<file path="src/rtl/router_pkg.sv">
// Shared router definitions: FIFO entry layout, scheduler states and
// the stall-counter width helper.
package router_pkg;

    localparam int ENTRY_W = 9;
    localparam int EOP_BIT = 8;

    typedef enum logic [1:0] {
        IDLE  = 2'd0,
        XFER  = 2'd1,
        ABORT = 2'd2
    } sched_state_t;

    // Counter must be able to hold the value stall_max itself.
    function automatic int stall_w(input int stall_max);
        return $clog2(stall_max + 1);
    endfunction

endpackage

</file>
<file path="src/rtl/rr_arbiter.sv">
// Combinational rotate-priority arbiter: grants the first requester strictly
// after ptr, wrapping, so ptr itself has the lowest priority.
module rr_arbiter #(
    parameter int NUM_PORTS = 4
) (
    input  logic [NUM_PORTS-1:0]         req,
    input  logic [$clog2(NUM_PORTS)-1:0] ptr,
    output logic [NUM_PORTS-1:0]         gnt,
    output logic [$clog2(NUM_PORTS)-1:0] gnt_idx,
    output logic                         valid
);

    localparam int PW = $clog2(NUM_PORTS);

    always_comb begin
        logic [PW-1:0] cand;
        gnt     = '0;
        gnt_idx = '0;
        valid   = 1'b0;
        cand    = '0;
        for (int i = 1; i <= NUM_PORTS; i++) begin
            cand = PW'((int'(ptr) + i) % NUM_PORTS);
            if (!valid && req[cand]) begin
                valid     = 1'b1;
                gnt[cand] = 1'b1;
                gnt_idx   = cand;
            end
        end
    end

endmodule

</file>
<file path="src/rtl/port_out_sched.sv">
// Egress scheduler: drains per-port packet FIFOs onto one byte bus with
// packet-atomic round-robin grants, parity checking and stall abort.
module port_out_sched
    import router_pkg::*;
#(
    parameter int NUM_PORTS = 4,
    parameter int STALL_MAX = 16
) (
    input  logic                              clk,
    input  logic                              reset,
    input  logic [NUM_PORTS-1:0]              fifo_empty,
    input  logic [NUM_PORTS-1:0][ENTRY_W-1:0] fifo_dout,
    output logic [NUM_PORTS-1:0]              read_enb,
    output logic                              out_valid,
    input  logic                              out_ready,
    output logic [7:0]                        out_data,
    output logic                              out_sop,
    output logic                              out_eop,
    output logic                              out_perr,
    output logic                              out_abort,
    output logic [NUM_PORTS-1:0]              grant,
    output logic                              busy
);

    localparam int PW = $clog2(NUM_PORTS);
    localparam int SW = stall_w(STALL_MAX);

    sched_state_t         state_q, state_d;
    logic [NUM_PORTS-1:0] grant_q, grant_d;
    logic [PW-1:0]        gidx_q, gidx_d;
    logic [PW-1:0]        rr_ptr_q, rr_ptr_d;
    logic                 first_q, first_d;
    logic [7:0]           acc_q, acc_d;
    logic [SW-1:0]        stall_q, stall_d;
    logic                 out_valid_q, out_valid_d;
    logic [7:0]           out_data_q, out_data_d;
    logic                 out_sop_q, out_sop_d;
    logic                 out_eop_q, out_eop_d;
    logic                 out_perr_q, out_perr_d;
    logic                 out_abort_q, out_abort_d;

    logic [NUM_PORTS-1:0] arb_gnt;
    logic [PW-1:0]        arb_idx;
    logic                 arb_valid;

    logic                 can_load;
    logic                 cur_empty;
    logic [ENTRY_W-1:0]   cur_entry;
    logic                 pop;

    rr_arbiter #(.NUM_PORTS(NUM_PORTS)) u_arb (
        .req     (~fifo_empty),
        .ptr     (rr_ptr_q),
        .gnt     (arb_gnt),
        .gnt_idx (arb_idx),
        .valid   (arb_valid)
    );

    assign can_load  = !out_valid_q || out_ready;
    assign cur_empty = fifo_empty[gidx_q];
    assign cur_entry = fifo_dout[gidx_q];
    assign pop       = (state_q == XFER) && can_load && !cur_empty;

    always_comb begin
        state_d     = state_q;
        grant_d     = grant_q;
        gidx_d      = gidx_q;
        rr_ptr_d    = rr_ptr_q;
        first_d     = first_q;
        acc_d       = acc_q;
        stall_d     = stall_q;
        out_valid_d = out_valid_q;
        out_data_d  = out_data_q;
        out_sop_d   = out_sop_q;
        out_eop_d   = out_eop_q;
        out_perr_d  = out_perr_q;
        out_abort_d = out_abort_q;
        read_enb    = pop ? grant_q : '0;

        // Once the current beat is taken, the register empties unless reloaded below.
        if (can_load) begin
            out_valid_d = 1'b0;
            out_sop_d   = 1'b0;
            out_eop_d   = 1'b0;
            out_perr_d  = 1'b0;
            out_abort_d = 1'b0;
        end

        unique case (state_q)
            IDLE: begin
                if (arb_valid) begin
                    grant_d = arb_gnt;
                    gidx_d  = arb_idx;
                    first_d = 1'b1;
                    acc_d   = '0;
                    stall_d = '0;
                    state_d = XFER;
                end
            end
            XFER: begin
                if (pop) begin
                    out_valid_d = 1'b1;
                    out_data_d  = cur_entry[7:0];
                    out_sop_d   = first_q;
                    first_d     = 1'b0;
                    acc_d       = acc_q ^ cur_entry[7:0];
                    stall_d     = '0;
                    if (cur_entry[EOP_BIT]) begin
                        out_eop_d  = 1'b1;
                        out_perr_d = ((acc_q ^ cur_entry[7:0]) != 8'h00);
                        acc_d      = '0;
                        grant_d    = '0;
                        rr_ptr_d   = gidx_q;
                        state_d    = IDLE;
                    end
                end else if (can_load && cur_empty) begin
                    // Only a starved FIFO counts; a blocked sink is not a stall.
                    stall_d = stall_q + 1'b1;
                    if (stall_d == SW'(STALL_MAX)) begin
                        state_d = ABORT;
                    end
                end
            end
            ABORT: begin
                if (can_load) begin
                    out_valid_d = 1'b1;
                    out_data_d  = 8'h00;
                    out_eop_d   = 1'b1;
                    out_perr_d  = 1'b1;
                    out_abort_d = 1'b1;
                    acc_d       = '0;
                    stall_d     = '0;
                    grant_d     = '0;
                    rr_ptr_d    = gidx_q;
                    state_d     = IDLE;
                end
            end
            default: state_d = IDLE;
        endcase
    end

    always_ff @(posedge clk or negedge reset) begin
        if (!reset) begin
            state_q     <= IDLE;
            grant_q     <= '0;
            gidx_q      <= '0;
            rr_ptr_q    <= PW'(NUM_PORTS - 1);
            first_q     <= 1'b0;
            acc_q       <= '0;
            stall_q     <= '0;
            out_valid_q <= 1'b0;
            out_data_q  <= '0;
            out_sop_q   <= 1'b0;
            out_eop_q   <= 1'b0;
            out_perr_q  <= 1'b0;
            out_abort_q <= 1'b0;
        end else begin
            state_q     <= state_d;
            grant_q     <= grant_d;
            gidx_q      <= gidx_d;
            rr_ptr_q    <= rr_ptr_d;
            first_q     <= first_d;
            acc_q       <= acc_d;
            stall_q     <= stall_d;
            out_valid_q <= out_valid_d;
            out_data_q  <= out_data_d;
            out_sop_q   <= out_sop_d;
            out_eop_q   <= out_eop_d;
            out_perr_q  <= out_perr_d;
            out_abort_q <= out_abort_d;
        end
    end

    assign out_valid = out_valid_q;
    assign out_data  = out_data_q;
    assign out_sop   = out_sop_q;
    assign out_eop   = out_eop_q;
    assign out_perr  = out_perr_q;
    assign out_abort = out_abort_q;
    assign grant     = grant_q;
    assign busy      = (state_q != IDLE);

endmodule

</file>
<file path="config.mk">
export PLATFORM = sky130hd
export DESIGN_NAME = port_out_sched
export DESIGN_NICKNAME = d
export VERILOG_FILES = /design/src/rtl/router_pkg.sv /design/src/rtl/rr_arbiter.sv /design/src/rtl/port_out_sched.sv
export SDC_FILE = /design/constraint.sdc
export NUM_CORES = 1
export LEC_CHECK = 0
export ABC_CLOCK_PERIOD_IN_PS = 2890
export CAP_MARGIN = 20
export CELL_PAD_IN_SITES_DETAIL_PLACEMENT = 0
export CELL_PAD_IN_SITES_GLOBAL_PLACEMENT = 2
export CORE_ASPECT_RATIO = 1.4
export CORE_MARGIN = 5
export CORE_UTILIZATION = 28
export CTS_BUF_LIST = sky130_fd_sc_hd__clkbuf_4 sky130_fd_sc_hd__clkbuf_8
export CTS_CLUSTER_SIZE = 10
export DETAILED_ROUTE_END_ITERATION = 6
export PLACE_DENSITY = 0.75
export SYNTH_ARGS = -nofsm -noshare
export SYNTH_HDL_FRONTEND = slang
export SYNTH_SLANG_ARGS = --single-unit
</file>
<file path="constraint.sdc">
create_clock -name clk -period 2.89 [get_ports clk]
set_clock_uncertainty 0.05 [all_clocks]
set_input_delay 0.867 -clock clk [delete_from_list [all_inputs] [get_ports clk]]
set_output_delay 0.867 -clock clk [all_outputs]
set_load 0.02 [all_outputs]
</file>
* Word level (Yosys, flattened, before mapping) *
Cells that the tools add are included.

word-level totals
  bits in registers = 37
  input port bits = 43

operators by class
  $add $sub $neg = 5
  bitwise logic cells = 5
  equal/unequal tests = 10
  reduce and logical (&&, ||, !) cells = 30
  $lt $le $gt $ge = 9
  multiplexer cells = 84

operator list
  operator                                                                             number
  8-bit two-way mux                                                                    5
  4-bit two-way mux                                                                    9
  1-bit two-way mux                                                                    32
  2-bit two-way mux                                                                    13
  8-bit case mux with 3 select lines                                                   1
  5-bit two-way mux                                                                    4
  9-bit binary-select mux with 2-bit select                                            1
  8-bit case mux with 2 select lines                                                   1
  2-bit by 3-bit less-than comparator with 1-bit output, second input constant         5
  5-bit case mux with 3 select lines                                                   1
  4-bit bitwise OR                                                                     3
  4-bit case mux with 3 select lines                                                   1
  4-bit AND reduction                                                                  3
  1-bit binary-select mux with 2-bit select                                            5
  1-bit logical AND                                                                    10
  5-bit AND reduction                                                                  2
  9-bit two-way mux                                                                    1
  1-bit demux with 2-bit select                                                        4
  2-bit by 1-bit greater-or-equal comparator with 1-bit output, second input constant  4
  2-bit != test, second input constant                                                 4
  1-bit case mux with 2 select lines                                                   4
  8-bit nonzero test                                                                   1
  8-bit XOR                                                                            1
  3-bit by 2-bit != test with 1-bit output, second input constant                      2
  other kinds (17)                                                                     26

* Longest topological paths before layout *
Gate-level depths: netlist of the first run.

  depth in word-level cells = 15
  mapped depth = 8
  mapped depth without buffers = 7

* Hierarchy *
From an unflattened synthesis of the first run, not the netlist that was laid out.

unflattened totals
  cell total of the unflattened synthesis = 290
  area total of the unflattened synthesis = 2813.9 um^2

by module, submodules not included
  module          cells each  times used  seq. area each (um^2)  area each (um^2)
  port_out_sched  204         1           928.4                  2184.6
  rr_arbiter      86          1           0.0                    629.4

* Worst setup path after synthesis of the first run *
No wires, ideal clock.

  kind = input-to-output
  start point = in fifo_empty[3]
  end point = out read_enb[0]
  buffers on the path = 0
  arrival = 2070 ps
  stages = 3
  path slack = -97 ps
  cell sequence = mux4_2 nor3b_1 and2_1

on the way
  longest elaborated chain between the ends = 5

RTL lines
  item                                       RTL line              text
  start: declaration                         port_out_sched.sv:11  input logic [NUM_PORTS-1:0] fifo_empty,
  1-bit binary-select mux with 2-bit select  port_out_sched.sv:60  assign cur_empty = fifo_empty[gidx_q];
  1-bit two-way mux (not written as such)    port_out_sched.sv:60
  1-bit zero test                            port_out_sched.sv:62  assign pop = (state_q == XFER) && can_load && !cur_empty;
  1-bit logical AND                          port_out_sched.sv:62
  4-bit two-way mux                          port_out_sched.sv:78  read_enb = pop ? grant_q : '0;
  end: declaration                           port_out_sched.sv:13  output logic [NUM_PORTS-1:0] read_enb,

No other way between the ends. The select of a mux whose other input is x is not followed.

* Final worst setup path of the first run *
  start point = in fifo_empty[3]
  end point = out read_enb[1]

The elaborated chain is that of the path after synthesis.

==> results of run 1 <==
==> layout make-up <==
cell class	count	share of cell area [%]
clock buffer	8	2.420
inverter	11	1.094
multi-input combinational	221	44.76
sequential	37	24.60
tap	110	3.647
timing repair buffer	96	23.47
==> metal layers <==
| metal | GRT usage [%] | part of all wire (%) | vias to the layer above |
|---|---|---|---|
| met5 | 0 | 0 | - |
| met4 | 4.745 | 1.7 | 0 |
| met3 | 2.429 | 2.8 | 7 |
| met2 | 26.43 | 57 | 37 |
| met1 | 14.93 | 38 | 1230 |
| li1 | - | - | 1215 |
==> through the flow <==
stage / hold WS (ns) / cells / power (uW)
2_1_floorplan: 0.4239 / 284 / 2629
3_3_place_gp: 0.4058 / 472 / 3536
3_5_place_dp: 0.4136 / 472 / 3558
4_1_cts: 0.4311 / 481 / 3973
5_1_grt: 0.4722 / 483 / 4258
6_report: 0.4233 / 483 / 3934
==> synth_stat cells (all sizes together), types with 5 or more instances <==
cell,instances
a21oi,8
a22o,10
a31oi,10
and2,10
buf,5
clkbuf,10
dfrtp,35
ha,13
inv,11
mux2,7
mux2i,11
mux4,10
nand2,18
nand2b,9
nand3,5
nor2,24
nor2b,6
o21ai,25
o31ai,13
xnor2,8
==> cells in the final DEF, fill, tap and decap left out, types with 9 or more instances in the layout <==
cell             instances
clkdlybuf4s50_1         55
dfrtp_1                 35
buf_4                   32
nor2_1                  24
o21ai_0                 23
nand2_1                 17
o31ai_1                 13
ha_1                    13
mux2i_1                 11
inv_1                   11
mux4_2                  10
a22o_1                  10
and2_1                   9
nand2b_1                 9
a31oi_1                  9
==> worst max-delay path, delay by kind of cell <==
family | cells | cell delay (ns)
multiplexers | 1 | 0.52
AND/OR/NAND/NOR | 2 | 0.44
buffers and inverters | 2 | 0.20
==> final timing paths <==
kind | end | slack (ns) | cells past startpoint
setup / recovery | read_enb[1] | -0.06 | 5
hold / removal | flip-flop | 0.42 | 2
setup reg to reg | grant[1]$_DFFE_PN0P_ | 0.33 | 8
hold reg to reg | flip-flop | 0.42 | 2
max in group asynchronous | grant[2]$_DFFE_PN0P_ | 1.86 | 2
min in group asynchronous | state_q[1]$_DFFE_PN0P_ | 0.57 | 2
==> power groups by stage <==
stage	combinational, uW	sequential, uW	clock [uW]
after CTS	2630	941	400
final	2610	935	390
after global routing	2870	971	421
after detailed placement	2610	948	0
after global placement	2590	946	0
after floorplan	1620	1010	0
==> state kept, by name, summed over array words and instances (netlist names), 2 cells and up, named ones only <==
register / cells
acc_q: 8
gidx_q: 2
out_data: 8
stall_q: 5
rr_ptr_q: 2
grant: 4
state_q: 2
==> what timing repair did <==
action	CTS	global route
hold buffers	0	0
buffers inserted	1	2
setup endpoints to repair	4	4
pin swaps	4	2
gates cloned	0	0
gates resized for setup	45	1
==> cell families after synthesis <==
group | after synthesis | share of synthesized area [%]
and+or+nand+nor | 92 | 17.66
AOI/OAI and AO/OA | 80 | 20.24
DFF | 37 | 34.21
muxes | 28 | 15.26
buffers and inverters | 26 | 4.057
adders and majority gates | 13 | 5.994
xor gates and xnor gates | 8 | 2.582
==> impl_metrics.env, run 1 <==
export IMPL_crit_path_end_kind="primary output"
export IMPL_antenna_found_initial=0
export IMPL_synth_top_cell_area_share_pct=32.27
export IMPL_ys_warn_count=0
export IMPL_drtAntennaViolNets=0
export IMPL_setup_viol=4
export IMPL_switchingPower_uw=1724
export IMPL_viasPerCell=5.153
export IMPL_core_um2=9459
export IMPL_clock_path_buffers=2
export IMPL_pwr_share_clk_pct=9.9
export IMPL_p_seq_share_pct=23.8
export IMPL_htree_levels=2
export IMPL_critPathMaxStageDelay_ns=0.52
export IMPL_clk_pin_slew_ns=0.08
export IMPL_first_global_vias=2561
export IMPL_leakage_uw=0.001658
export IMPL_setup_ws_ns=-0.05874
export IMPL_post_synth_cell_area_avg_um2=9.556
export IMPL_gp_congestion=0.7673
export IMPL_drcViolationCount=0
export IMPL_dieArea_um2=11790
export IMPL_grt_pass1_wl_mm=12.97
export IMPL_r2r_start="rr_ptr_q[0]$_DFFE_PN1P_"
export IMPL_crit_chain="buf_6, mux4_2, nor3b_4, and2_4, buf_6"
export IMPL_final_cell_area_um2=3774
export IMPL_critical_path_class="in2out"
export IMPL_initial_core_util_pct=28.69
export IMPL_clock_fmax_ghz=0.3391
export IMPL_max_vdd_ir_drop_mv=0.4361
export IMPL_async_reset_ff_share_pct=100.0
export IMPL_power_share_switching_pct=43.83
export IMPL_drt_pass1_iterations=4
export IMPL_crit_top_cell="buf_6"
export IMPL_outcome="finished, violations left"
export IMPL_numCtsBuffers=5
export IMPL_synth_seq_cells=37
export IMPL_clock_latency_ns=0.29
export IMPL_place_ws_ns=-0.9100
export IMPL_num_vias=2489
export IMPL_fin_crit_sh_pct=102.0
export IMPL_yosysSeqAreaShare_pct=34.21
export IMPL_ioPinCount=65
export IMPL_failed_checks="negative setup slack"
export IMPL_grt_use_total_pct=13.80
export IMPL_slew_headroom_pct=66.07
export IMPL_dp_hpwl_mm=6.157
export IMPL_p_per_area_nw_per_um2=1042
export IMPL_dieHeight_um=126.5
export IMPL_grt_remaining_overflow=0
export IMPL_drv_cap=0
export IMPL_syn_nets=340
export IMPL_fin_nets=428
export IMPL_cts_sinks=37
export IMPL_ys_top_cells_by_area="dfrtp_1, mux4_2, ha_1"
export IMPL_synth_cell_types=43
export IMPL_syn2layout_area_growth_pct=39.05
export IMPL_crit_path_start="fifo_empty[3]"
export IMPL_worstPathArrival_ns=2.03
export IMPL_crit_path_top_delay_cell="mux4_2"
export IMPL_setup_tns_ns=-0.2258
export IMPL_crit_fanout=5
export IMPL_slew_viol_final=0
export IMPL_wl_per_cell_um=16.34
export IMPL_hold_viol=0
export IMPL_internal_power_uw=2210
export IMPL_wl_mm=7.893
export IMPL_cts_tree="done"
export IMPL_io_buffers=64
export IMPL_syn_area_um2=2714
export IMPL_final_util_pct=39.89
export IMPL_required_ns=1.97
export IMPL_multi_input_area_um2=1689
export IMPL_synthCells=284
export IMPL_fillers=969
export IMPL_drive_above_1_share_pct=20.11
export IMPL_startpoint_type="input port"
export IMPL_post_route_min_period_ns=2.949
export IMPL_seq_area_um2=928.4
export IMPL_power_frac_comb_pct=66.3
export IMPL_grt_start_max_net_pins=38
export IMPL_worst_pin_slew_ns=0.5089
export IMPL_ys_flop_type="dfrtp_1"
export IMPL_die_w_um=93.21
export IMPL_root_buffer="clkbuf_8"
export IMPL_first_iter_violations=106
export IMPL_diodes=0
export IMPL_synth_top_area_cell="dfrtp_1"
export IMPL_rsz0062_at_grt="true"
export IMPL_dpl_cell_area_um2=3641
export IMPL_synth_edff_count=0
export IMPL_hp_class="reg2reg"
export IMPL_num_rows=42
Note: power is estimated with default switching activity, not from simulation.
==> inputs of run 2 (changes only) <==
Settings changed: ABC_CLOCK_PERIOD_IN_PS 2890 to 2800, CORE_ASPECT_RATIO 1.4 to 0.9, CORE_UTILIZATION 28 to 31, PLACE_DENSITY 0.75 to 0.79, SLEW_MARGIN set to 20.
Clock period 2.89 ns to 2.8 ns, I/O delays scaled along.
==> run 2 against run 1 <==
  * The run still ends with negative setup slack left
  * Worst setup slack lost 0.025 ns
  * Non-clock buffer count down 1
  * Utilization up 4.1 points
  * Die area fell by 9.0%
  * Via count decreased by 1.4%
  * Register-to-register slack barely moved
  * Critical path depth did not move
  * First-iteration DRC count is 20% higher
==> impl_metrics.env, run 2 (same netlist as run 1, synthesis figures left out) <==
export IMPL_outcome="finished, violations left"
export IMPL_failed_checks="negative setup slack"
export IMPL_core_um2=8568
export IMPL_reg2reg_to="grant[0]$_DFFE_PN0P_"
export IMPL_first_iter_violations=127
export IMPL_drtAntennaViolNets=0
export IMPL_crit_top_cell="buf_6"
export IMPL_crit_buf_inv=2
export IMPL_final_cell_area_um2=3769
export IMPL_drive_above_1_share_pct=20.16
export IMPL_io_buffers=64
export IMPL_dieHeight_um=98.77
export IMPL_crit_path_start="fifo_empty[3]"
export IMPL_setup_viol=4
export IMPL_viasPerCell=4.996
export IMPL_setup_ws_ns=-0.08373
export IMPL_clock_path_buffers=2
export IMPL_r2r_start="rr_ptr_q[0]$_DFFE_PN1P_"
export IMPL_syn2layout_area_growth_pct=38.87
export IMPL_hold_viol=0
export IMPL_fillers=869
export IMPL_cts_setup_buffers=0
export IMPL_startpoint_type="input port"
export IMPL_slew_viol_final=0
export IMPL_hp_class="reg2reg"
export IMPL_grt_start_max_net_pins=38
export IMPL_p_per_area_nw_per_um2=1072
export IMPL_cts_tree="done"
export IMPL_critPathMaxStageDelay_ns=0.52
export IMPL_diodes=0
export IMPL_clock_fmax_ghz=0.3468
export IMPL_rsz0062_at_grt="true"
export IMPL_seq_area_um2=928.4
export IMPL_dp_hpwl_mm=5.612
export IMPL_cp_depth=5
export IMPL_layout_cells_non_filler=491
export IMPL_fin_nets=427
export IMPL_drt_pass1_iterations=5
export IMPL_antenna_found_initial=0
export IMPL_htree_levels=2
export IMPL_clk_pin_slew_ns=0.08
export IMPL_root_buffer="clkbuf_8"
export IMPL_total_power_uw=4039
export IMPL_cts_sinks=37
export IMPL_wl_mm=7.252
export IMPL_fin_crit_sh_pct=103.0
export IMPL_clock_latency_ns=0.29
export IMPL_multi_input_area_um2=1692
export IMPL_slew_headroom_pct=41.81
export IMPL_required_ns=1.91
export IMPL_grt_remaining_overflow=0
export IMPL_max_vdd_ir_drop_mv=0.3608
export IMPL_crit_chain="buf_6, mux4_2, nor3b_4, and2_1, buf_6"
export IMPL_r2r_setup_slack_ns=0.32
export IMPL_wl_per_cell_um=14.77
export IMPL_drv_cap=0
export IMPL_r2r_cells=8
export IMPL_num_vias=2453
export IMPL_leakage_uw=0.001647
export IMPL_worst_pin_slew_ns=0.8728
export IMPL_crit_fanout=5
export IMPL_post_route_min_period_ns=2.884
export IMPL_num_rows=32
export IMPL_critical_path_class="in2out"
export IMPL_dpl_cell_area_um2=3667
export IMPL_numCtsBuffers=5
export IMPL_dp_cells=483
export IMPL_grt_pass1_wl_mm=11.83
export IMPL_ioPinCount=65
export IMPL_final_common_cell="clkdlybuf4s50_1"
export IMPL_worstSetupEndpoint="read_enb[1]"
export IMPL_crit_path_top_delay_cell="mux4_2"
export IMPL_layout_common_cells="clkdlybuf4s50_1, dfrtp_1, buf_4"
export IMPL_initial_core_util_pct=31.67
export IMPL_grt_use_total_pct=13.76
export IMPL_dieArea_um2=10730
export IMPL_first_global_vias=2376
export IMPL_setup_tns_ns=-0.3221
export IMPL_gp_congestion=0.8128
export IMPL_die_w_um=108.6
export IMPL_drcViolationCount=0
export IMPL_place_ws_ns=-0.9388
export IMPL_crit_path_end_kind="primary output"
export IMPL_cp_top_family="multiplexers"
export IMPL_worstPathArrival_ns=1.99
==> run 2: how the worst min path moves through the flow <==
stage | startpoint | to | slack (ns) | cells past startpoint
finish | flip-flop | flip-flop | 0.42 | 2
global route | flip-flop | flip-flop | 0.47 | 2
CTS | flip-flop | flip-flop | 0.43 | 2
detailed placement | flip-flop | flip-flop | 0.41 | 2
global placement | flip-flop | flip-flop | 0.40 | 2
floorplan | acc_q[2]$_DFFE_PN0P_ | acc_q[2]$_DFFE_PN0P_ | 0.42 | 1
==> run 2: final cells by class <==
| cell class | instances | area share [%] |
|---|---|---|
| Clock buffer | 5 | 1.826 |
| Inverter | 11 | 1.096 |
| Timing Repair Buffer | 95 | 23.14 |
| Multi-Input combinational cell | 221 | 44.89 |
| Clock inverter | 3 | 0.4648 |
| Sequential cell | 37 | 24.63 |
| Tap cell | 119 | 3.951 |
==> run 2: per-stage QoR <==
| step | hold slack [ns] | util [%] |
|---|---|---|
| floorplan | 0.4239 | - |
| global placement | 0.4026 | 42.80 |
| detailed placement | 0.4125 | 42.80 |
| CTS | 0.4304 | 43.88 |
| global route | 0.4661 | 43.98 |
| finish | 0.4243 | 43.98 |
==> run 2: per-layer routing <==
metal / track usage [%] / vias up / part of all wire, %
li1: - / 1214 / -
met1: 20.73 / 1175 / 50
met2: 20.24 / 58 / 45
met3: 2.227 / 6 / 3.7
met4: 3.883 / 0 / 1.2
met5: 0 / - / 0
==> run 2: what timing repair did <==
| action | 4_1_cts | 5_1_grt |
|---|---|---|
| endpoints found under the setup margin | 13 | 4 |
| pin swaps | 5 | 2 |
| resized for setup | 42 | 3 |
| hold buffers | 0 | 0 |
| cloned | 0 | 0 |
==> run 2: worst register-to-register path, cell delays in order, from the launching register on <==
cell,delay [ns]
dfstp_2,0.63
inv_1,0.17
ha_1,0.43
mux4_2,0.54
buf_4,0.18
o21ai_0,0.08
a31oi_1,0.07
o2bb2ai_1,0.16
a22o_1,0.14
==> run 2: report_power, final <==
part,total (uW),internal [uW],switching [uW]
registers,942,768,174
clock network,374,172,202
logic,2720,1310,1410
total,4040,2250,1790
==> inputs of run 3 (changes only) <==
Settings changed: ABC_CLOCK_PERIOD_IN_PS 2800 to unset, HOLD_SLACK_MARGIN set to 0.05.
==> results of run 3 <==
No change in the layout: final DEF, timing and power equal those of run 2.
